File: config.mk
export PLATFORM = sky130hd
export DESIGN_NAME = muldiv_exec_unit
export DESIGN_NICKNAME = d
export VERILOG_FILES = /design/src/rtl/muldiv_exec_unit.sv
export SDC_FILE = /design/constraint.sdc
export NUM_CORES = 1
export LEC_CHECK = 0
export BUFFER_PORTS_ARGS = -buffer_cell sky130_fd_sc_hd__buf_2
export CAP_MARGIN = 20
export CORE_MARGIN = 2
export CORE_UTILIZATION = 43
export DETAILED_ROUTE_END_ITERATION = 10
export PLACE_DENSITY = 0.6
export REMOVE_ABC_BUFFERS = 1
export SETUP_SLACK_MARGIN = 0.1
export SKIP_LAST_GASP = 1
export SLEW_MARGIN = 20
export SYNTH_ARGS = -nofsm -noshare
export SYNTH_HDL_FRONTEND = slang
export SYNTH_SLANG_ARGS = --single-unit
File: constraint.sdc
create_clock -name clock_i -period 7.5 [get_ports clock_i]
set_clock_uncertainty 0.05 [all_clocks]
set_input_delay 0.375 -clock clock_i [delete_from_list [all_inputs] [get_ports clock_i]]
set_output_delay 0.375 -clock clock_i [all_outputs]
set_load 0.01 [all_outputs]
File: src/rtl/muldiv_exec_unit.sv
// Iterative RV32M/RV64M multiply/divide execute unit: shift-add multiply and
// restoring divide, STEP_BITS bits retired per clock, registered writeback.
module muldiv_exec_unit #(
  parameter int XLEN      = 32,
  parameter int STEP_BITS = 1   // 1, 2 or 4, and must divide XLEN
) (
  input  logic            clock_i,
  input  logic            nreset_i,
  input  logic            du_bubble_i,
  input  logic            du_is_muldiv_i,
  input  logic [2:0]      du_func3_i,
  input  logic [4:0]      du_rdt_i,
  input  logic [XLEN-1:0] reg_file_rs0_i,
  input  logic [XLEN-1:0] reg_file_rs1_i,
  input  logic            mem_stall_i,
  input  logic            flush_i,
  output logic            du_stall_o,
  output logic            busy_o,
  output logic            xu_bubble_o,
  output logic [4:0]      rdt_addr_o,
  output logic [XLEN-1:0] rdt_data_o
);

  localparam int N  = XLEN / STEP_BITS;
  localparam int CW = $clog2(N + 1);
  localparam logic [XLEN-1:0] MIN_NEG = {1'b1, {(XLEN-1){1'b0}}};

  typedef enum logic [1:0] {IDLE, CALC, DONE} state_t;

  state_t              state_q, state_d;
  logic [CW-1:0]       cnt_q;
  logic [2:0]          func3_q;
  logic [4:0]          rd_q;
  logic                neg_prod_q, neg_rem_q;
  logic [XLEN-1:0]     opnd_q;
  logic [2*XLEN-1:0]   p_q;

  logic                sign_a, sign_b, neg_a, neg_b, is_div_in;
  logic [XLEN-1:0]     mag_a, mag_b, fast_res;
  logic                div_zero, div_ovf, fast, acc, calc;

  // Handshake: an instruction transfers on an edge where du_bubble_i=0,
  // du_is_muldiv_i=1, flush_i=0 and the unit is ready (IDLE, or DONE with
  // mem_stall_i=0); du_stall_o=1 tells decode to hold. A result is valid
  // while xu_bubble_o=0 and is consumed on any edge with mem_stall_i=0.
  assign calc      = (state_q == CALC);
  assign is_div_in = du_func3_i[2];
  assign sign_a    = du_func3_i inside {3'b001, 3'b010, 3'b100, 3'b110};
  assign sign_b    = du_func3_i inside {3'b001, 3'b100, 3'b110};
  assign neg_a     = sign_a & reg_file_rs0_i[XLEN-1];
  assign neg_b     = sign_b & reg_file_rs1_i[XLEN-1];
  assign mag_a     = neg_a ? -reg_file_rs0_i : reg_file_rs0_i;
  assign mag_b     = neg_b ? -reg_file_rs1_i : reg_file_rs1_i;
  assign div_zero  = is_div_in & (reg_file_rs1_i == '0);
  assign div_ovf   = is_div_in & !du_func3_i[0] & (reg_file_rs0_i == MIN_NEG)
                     & (reg_file_rs1_i == '1);
  assign fast      = div_zero | div_ovf;
  assign fast_res  = div_zero ? (du_func3_i[1] ? reg_file_rs0_i : '1)
                              : (du_func3_i[1] ? '0 : MIN_NEG);
  assign acc       = !du_bubble_i & du_is_muldiv_i & !flush_i &
                     ((state_q == IDLE) | ((state_q == DONE) & !mem_stall_i));
  assign du_stall_o = calc | ((state_q == DONE) & mem_stall_i);

  // The accept edge already retires the first step, so the step datapath
  // takes freshly decoded operands at accept and the registers in CALC.
  logic                step_div, ge;
  logic [XLEN-1:0]     step_opnd;
  logic [2*XLEN-1:0]   step_p, step_out;
  logic [XLEN:0]       rem_t;
  logic [XLEN+STEP_BITS-1:0] mul_sum;

  assign step_div  = calc ? func3_q[2] : is_div_in;
  assign step_opnd = calc ? opnd_q : (is_div_in ? mag_b : mag_a);
  assign step_p    = calc ? p_q : {{XLEN{1'b0}}, (is_div_in ? mag_a : mag_b)};

  always_comb begin
    step_out = step_p;
    rem_t    = '0;
    ge       = 1'b0;
    mul_sum  = '0;
    if (step_div) begin
      for (int i = 0; i < STEP_BITS; i++) begin
        rem_t = {step_out[2*XLEN-1:XLEN], step_out[XLEN-1]};
        ge    = (rem_t >= {1'b0, step_opnd});
        if (ge) rem_t = rem_t - {1'b0, step_opnd};
        step_out = {rem_t[XLEN-1:0], step_out[XLEN-2:0], ge};
      end
    end else begin
      mul_sum  = {{STEP_BITS{1'b0}}, step_p[2*XLEN-1:XLEN]} +
                 ({{STEP_BITS{1'b0}}, step_opnd} *
                  {{XLEN{1'b0}}, step_p[STEP_BITS-1:0]});
      step_out = {mul_sum, step_p[XLEN-1:STEP_BITS]};
    end
  end

  logic [2*XLEN-1:0] prod;
  logic [XLEN-1:0]   quot, rem, result;

  always_comb begin
    prod = neg_prod_q ? -step_out : step_out;
    quot = neg_prod_q ? -step_out[XLEN-1:0] : step_out[XLEN-1:0];
    rem  = neg_rem_q ? -step_out[2*XLEN-1:XLEN] : step_out[2*XLEN-1:XLEN];
    case (func3_q)
      3'b000:                 result = prod[XLEN-1:0];
      3'b001, 3'b010, 3'b011: result = prod[2*XLEN-1:XLEN];
      3'b100, 3'b101:         result = quot;
      default:                result = rem;
    endcase
  end

  always_comb begin
    state_d = state_q;
    if (flush_i) begin
      state_d = IDLE;
    end else begin
      case (state_q)
        IDLE:    if (acc) state_d = fast ? DONE : CALC;
        CALC:    if (cnt_q == CW'(1)) state_d = DONE;
        DONE:    if (!mem_stall_i) state_d = acc ? (fast ? DONE : CALC) : IDLE;
        default: state_d = IDLE;
      endcase
    end
  end

  always_ff @(posedge clock_i) begin
    if (!nreset_i) begin
      state_q     <= IDLE;
      cnt_q       <= '0;
      func3_q     <= '0;
      rd_q        <= '0;
      neg_prod_q  <= 1'b0;
      neg_rem_q   <= 1'b0;
      opnd_q      <= '0;
      p_q         <= '0;
      xu_bubble_o <= 1'b1;
      busy_o      <= 1'b0;
      rdt_addr_o  <= '0;
      rdt_data_o  <= '0;
    end else begin
      state_q     <= state_d;
      xu_bubble_o <= (state_d != DONE);
      busy_o      <= (state_d != IDLE);
      if (acc) begin
        func3_q    <= du_func3_i;
        rd_q       <= du_rdt_i;
        neg_prod_q <= neg_a ^ neg_b;
        neg_rem_q  <= neg_a;
        opnd_q     <= is_div_in ? mag_b : mag_a;
        p_q        <= step_out;
        cnt_q      <= CW'(N - 1);
        if (fast) begin
          rdt_data_o <= fast_res;
          rdt_addr_o <= du_rdt_i;
        end
      end else if (calc) begin
        p_q   <= step_out;
        cnt_q <= cnt_q - 1'b1;
        if (state_d == DONE) begin
          rdt_data_o <= result;
          rdt_addr_o <= rd_q;
        end
      end
    end
  end

endmodule
==> impl_metrics.csv <==
group,metric,value,unit
run_status,status,"finished, final reports clean",
timing,worstMarginPinSlew,966,ps
clock_network,worstSkewPairLatency,460,ps
grt,use_met2,58.0,%
die,die_x,208,um
die,die_area,43100,um^2
clock_network,cts_tree,"done",
route,post_drt_wl_per_cell,25.6,um
clock_network,cts.hold.buffers_added,0,
critical_path,worst_ep_arrival_time,7300,ps
power,power_frac_clock,31.5,%
clock_network,clk_pin_slew,70,ps
cells_and_area,multi_input_area,13800,um^2
timing,hold_viol,0,
timing,finalWorstSetupSlack,507,ps
logic_synthesis,ys_seq_area_share,17.2,%
die,io_pins,118,
clock_network,cts_buffer_depth,2,
timing,slew-limit-headroom,35.5,%
grt,use_met1,47.7,%
power,pwr-share-seq,30.3,%
die,die_h,208,um
timing,setup_viol,0,
placed_design,dp.cells,3155,
logic_synthesis,syn_area,17800,um^2
cells_and_area,drive_gt1_share,14.3,%
logic_synthesis,async_reset_ff_share,0,%
route,route.detailed.drc,0,
timing,drv_slew,0,
route,routed_via_density,6.58,
power,p_sw_share,39.9,%
worst_hold_path,hp-start,"flush_i",
worst_hold_path,min_path_type,"in2reg",
die,start_util,43.6,%
grt,first_global_vias,19600,
route,vias,21000,
logic_synthesis,synth_cell_types,107,
timing,fin_crit_sh,93.2,%
cells_and_area,final_nets,2794,
clock_network,cts_resized,0,
logic_synthesis,ys_seq_elements,153,
cells_and_area,syn2layout_area_growth,12.7,%
route,wl,81400,um
cells_and_area,antennaDiodeCount,0,
clock_network,root_buffer,"clkbuf_16",
grt,grt_max_degree,98,
critical_path,crit_start,"reg_file_rs0_i[0]",
clock_network,cts.sinks,153,
grt,busiest_layer,"met2",
critical_path,critPathCaptureType,"flip-flop",
power,p_leak,7.91,nW
cells_and_area,regArea,3060,um^2
grt,gr-total-overflow,0,
cells_and_area,fin_cells,3187,
placed_design,hpwl,63200,um
power,p_sw,1.15,mW
grt,use_met3,5.52,%
clock_network,numCtsBuffers,17,
logic_synthesis,synth-edff-count,0,
clock_network,postCtsSetupBuffers,0,
route,antenna_left,0,
logic_synthesis,synthCells,2557,
job,drv_cap,0,
grt,grt_pass1_wl,122000,um
power,p_per_area,143,nW/um^2
power,irDropWorstVdd,0.000118,V
critical_path,path_class,"in2reg",
timing,rsz0062_at_grt,"no",
placed_design,gp_congestion,1.03,
timing,max_freq,0.143,GHz
critical_path,reg2reg_from,"state_q[1]$_SDFF_PN0_",
logic_synthesis,ys_warn_count,0,
placed_design,placement.io_buffers,117,
clock_network,htree_levels,4,
power,comb_power_share,38.1,%
critical_path,crit_fanout,17,
cells_and_area,fill_cells,4214,
route,dr.first_iter.drc_count,2782,
placed_design,dpl_worst_slack,239,ps
die,rows,74,
grt,grt_usage,36.6,%
critical_path,start_kind,"primary input",
route,drt_pass1_iterations,6,
timing,fin_crit,6990,ps
grt,antenna_found_initial,0,
die,core_region_area,40800,um^2
power,total_power,2.87,mW
logic_synthesis,syn_area_per_cell,6.97,um^2
logic_synthesis,synthFlopType,"dfxtp_1",
power,power.internal,1.73,mW
critical_path,critPathRequiredTime,7800,ps
[cells in the final DEF, fill, tap and decap left out, types with 73 or more instances in the layout]
| cell | count |
|---|---|
| nor2_1 | 274 |
| nand2_1 | 267 |
| a21oi_1 | 214 |
| o21ai_0 | 160 |
| dfxtp_1 | 153 |
| buf_4 | 145 |
| buf_2 | 117 |
| xnor2_1 | 93 |
| mux2i_1 | 78 |
| a211oi_1 | 77 |
| nor3_1 | 76 |
| nand3_1 | 73 |
[power by group through the flow]
stage / logic, mW / registers, mW / clock network (mW)
2_1_floorplan: 0.630 / 0.885 / 0
3_3_place_gp: 1.05 / 0.888 / 0
3_5_place_dp: 1.05 / 0.889 / 0
4_1_cts: 1.06 / 0.871 / 0.907
5_1_grt: 1.17 / 0.875 / 0.937
6_report: 1.10 / 0.872 / 0.906
[layer usage]
| metal | share of wire (%) | wire length [um] | vias up |
|---|---|---|---|
| li1 | - | - | 9650 |
| met1 | 42 | 34100 | 9937 |
| met2 | 44 | 36000 | 1136 |
| met3 | 8.2 | 6640 | 232 |
| met4 | 5.8 | 4700 | 0 |
| met5 | 0 | 0 | - |
[metrics by stage]
step | TNS (ps) | cell area (um^2) | hold slack (ps) | util (%)
after global placement | 0 | 19500 | 386 | 47.7
after floorplan | -25230 | 17000 | 377 | -
after global routing | 0 | 20100 | 137 | 49.1
after detailed placement | 0 | 19500 | 396 | 47.7
after CTS | 0 | 20100 | 100 | 49.1
final | 0 | 20100 | 118 | 49.1
[critical path, cell delays in order]
cell and delay [ps]:
buf_2 140, inv_1 70, ha_1 230, or3b_2 530, nor3_2 590, a41oi_1 250, xor2_1 230, nor2_1 60
a21oi_1 390, mux2i_1 240, ha_1 440, and4_1 250, and3_1 200, a311oi_1 270, and3_1 250, a31oi_2 120
buf_12 180, nor2_1 160, ha_1 220, nand2_1 110, nor4_2 280, nand3_2 170, or3_1 520, buf_4 220
o41ai_2 360, xnor2_1 160, a2bb2oi_1 170, o21ai_1 80
[final timing paths]
kind | slack (ps) | end | cells after the start
setup / recovery | 510 | rdt_data_o[30]$_SDFFE_PN0P_ | 28
hold reg to reg | 400 | opnd_q[3]$_SDFFE_PN0P_ | 2
setup reg to reg | 1150 | rdt_data_o[15]$_SDFFE_PN0P_ | 20
hold / removal | 120 | state_q[0]$_SDFF_PN0_ | 2
[registers in the layout (all words and copies together), names as in the netlist]
name and cells:
p_q 64, opnd_q 32, busy_o 1, neg_prod_q 1, cnt_q 6, state_q 2, rdt_data_o 32, rd_q 5
xu_bubble_o 1, func3_q 3, rdt_addr_o 5, neg_rem_q 1
[synthesized netlist by cell type (all sizes together) (16+ instances only)]
master / instances / area [um^2]
nand2: 269 / 1010
nand3: 74 / 375
inv: 45 / 169
o21a: 24 / 180
a211oi: 77 / 578
ha: 72 / 901
clkbuf: 137 / 514
nand2b: 18 / 113
a21oi: 217 / 1090
nor2: 275 / 1030
or3: 30 / 188
a31oi: 38 / 238
nand4: 53 / 338
o31ai: 22 / 165
buf: 62 / 304
dfxtp: 153 / 3060
nor4: 37 / 278
a221oi: 28 / 251
and2: 50 / 313
o21ai: 179 / 896
o211ai: 31 / 233
nor3: 84 / 468
xnor2: 95 / 847
o221ai: 16 / 146
a21o: 25 / 188
mux2i: 78 / 781
xor2: 69 / 604
and3: 42 / 263
or4: 17 / 139
[cell type report]
class,instances,share of cell area (%)
clock buffer,19,2.21
clock inverter,13,0.717
inverter,47,0.892
multi-input combinational,2158,69.0
sequential,153,15.3
tap,532,3.32
timing repair buffer,265,8.64
[logic make-up (layout without fill, tap and decap cells)]
logic type               Yosys count  after routing  synth area share (%)
AND/OR/NAND/NOR                 1029           1029                  29.1
multiplexers                      83             83                  4.70
AO/OA/AOI/OAI                    808            808                  30.0
adder cells (fa/ha/maj)           74             74                  5.28
flip-flops                       153            153                  17.2
XOR/XNOR                         164            164                  8.15
buffers and inverters            246            344                  5.58
Note: power is estimated with default switching activity, not from simulation.
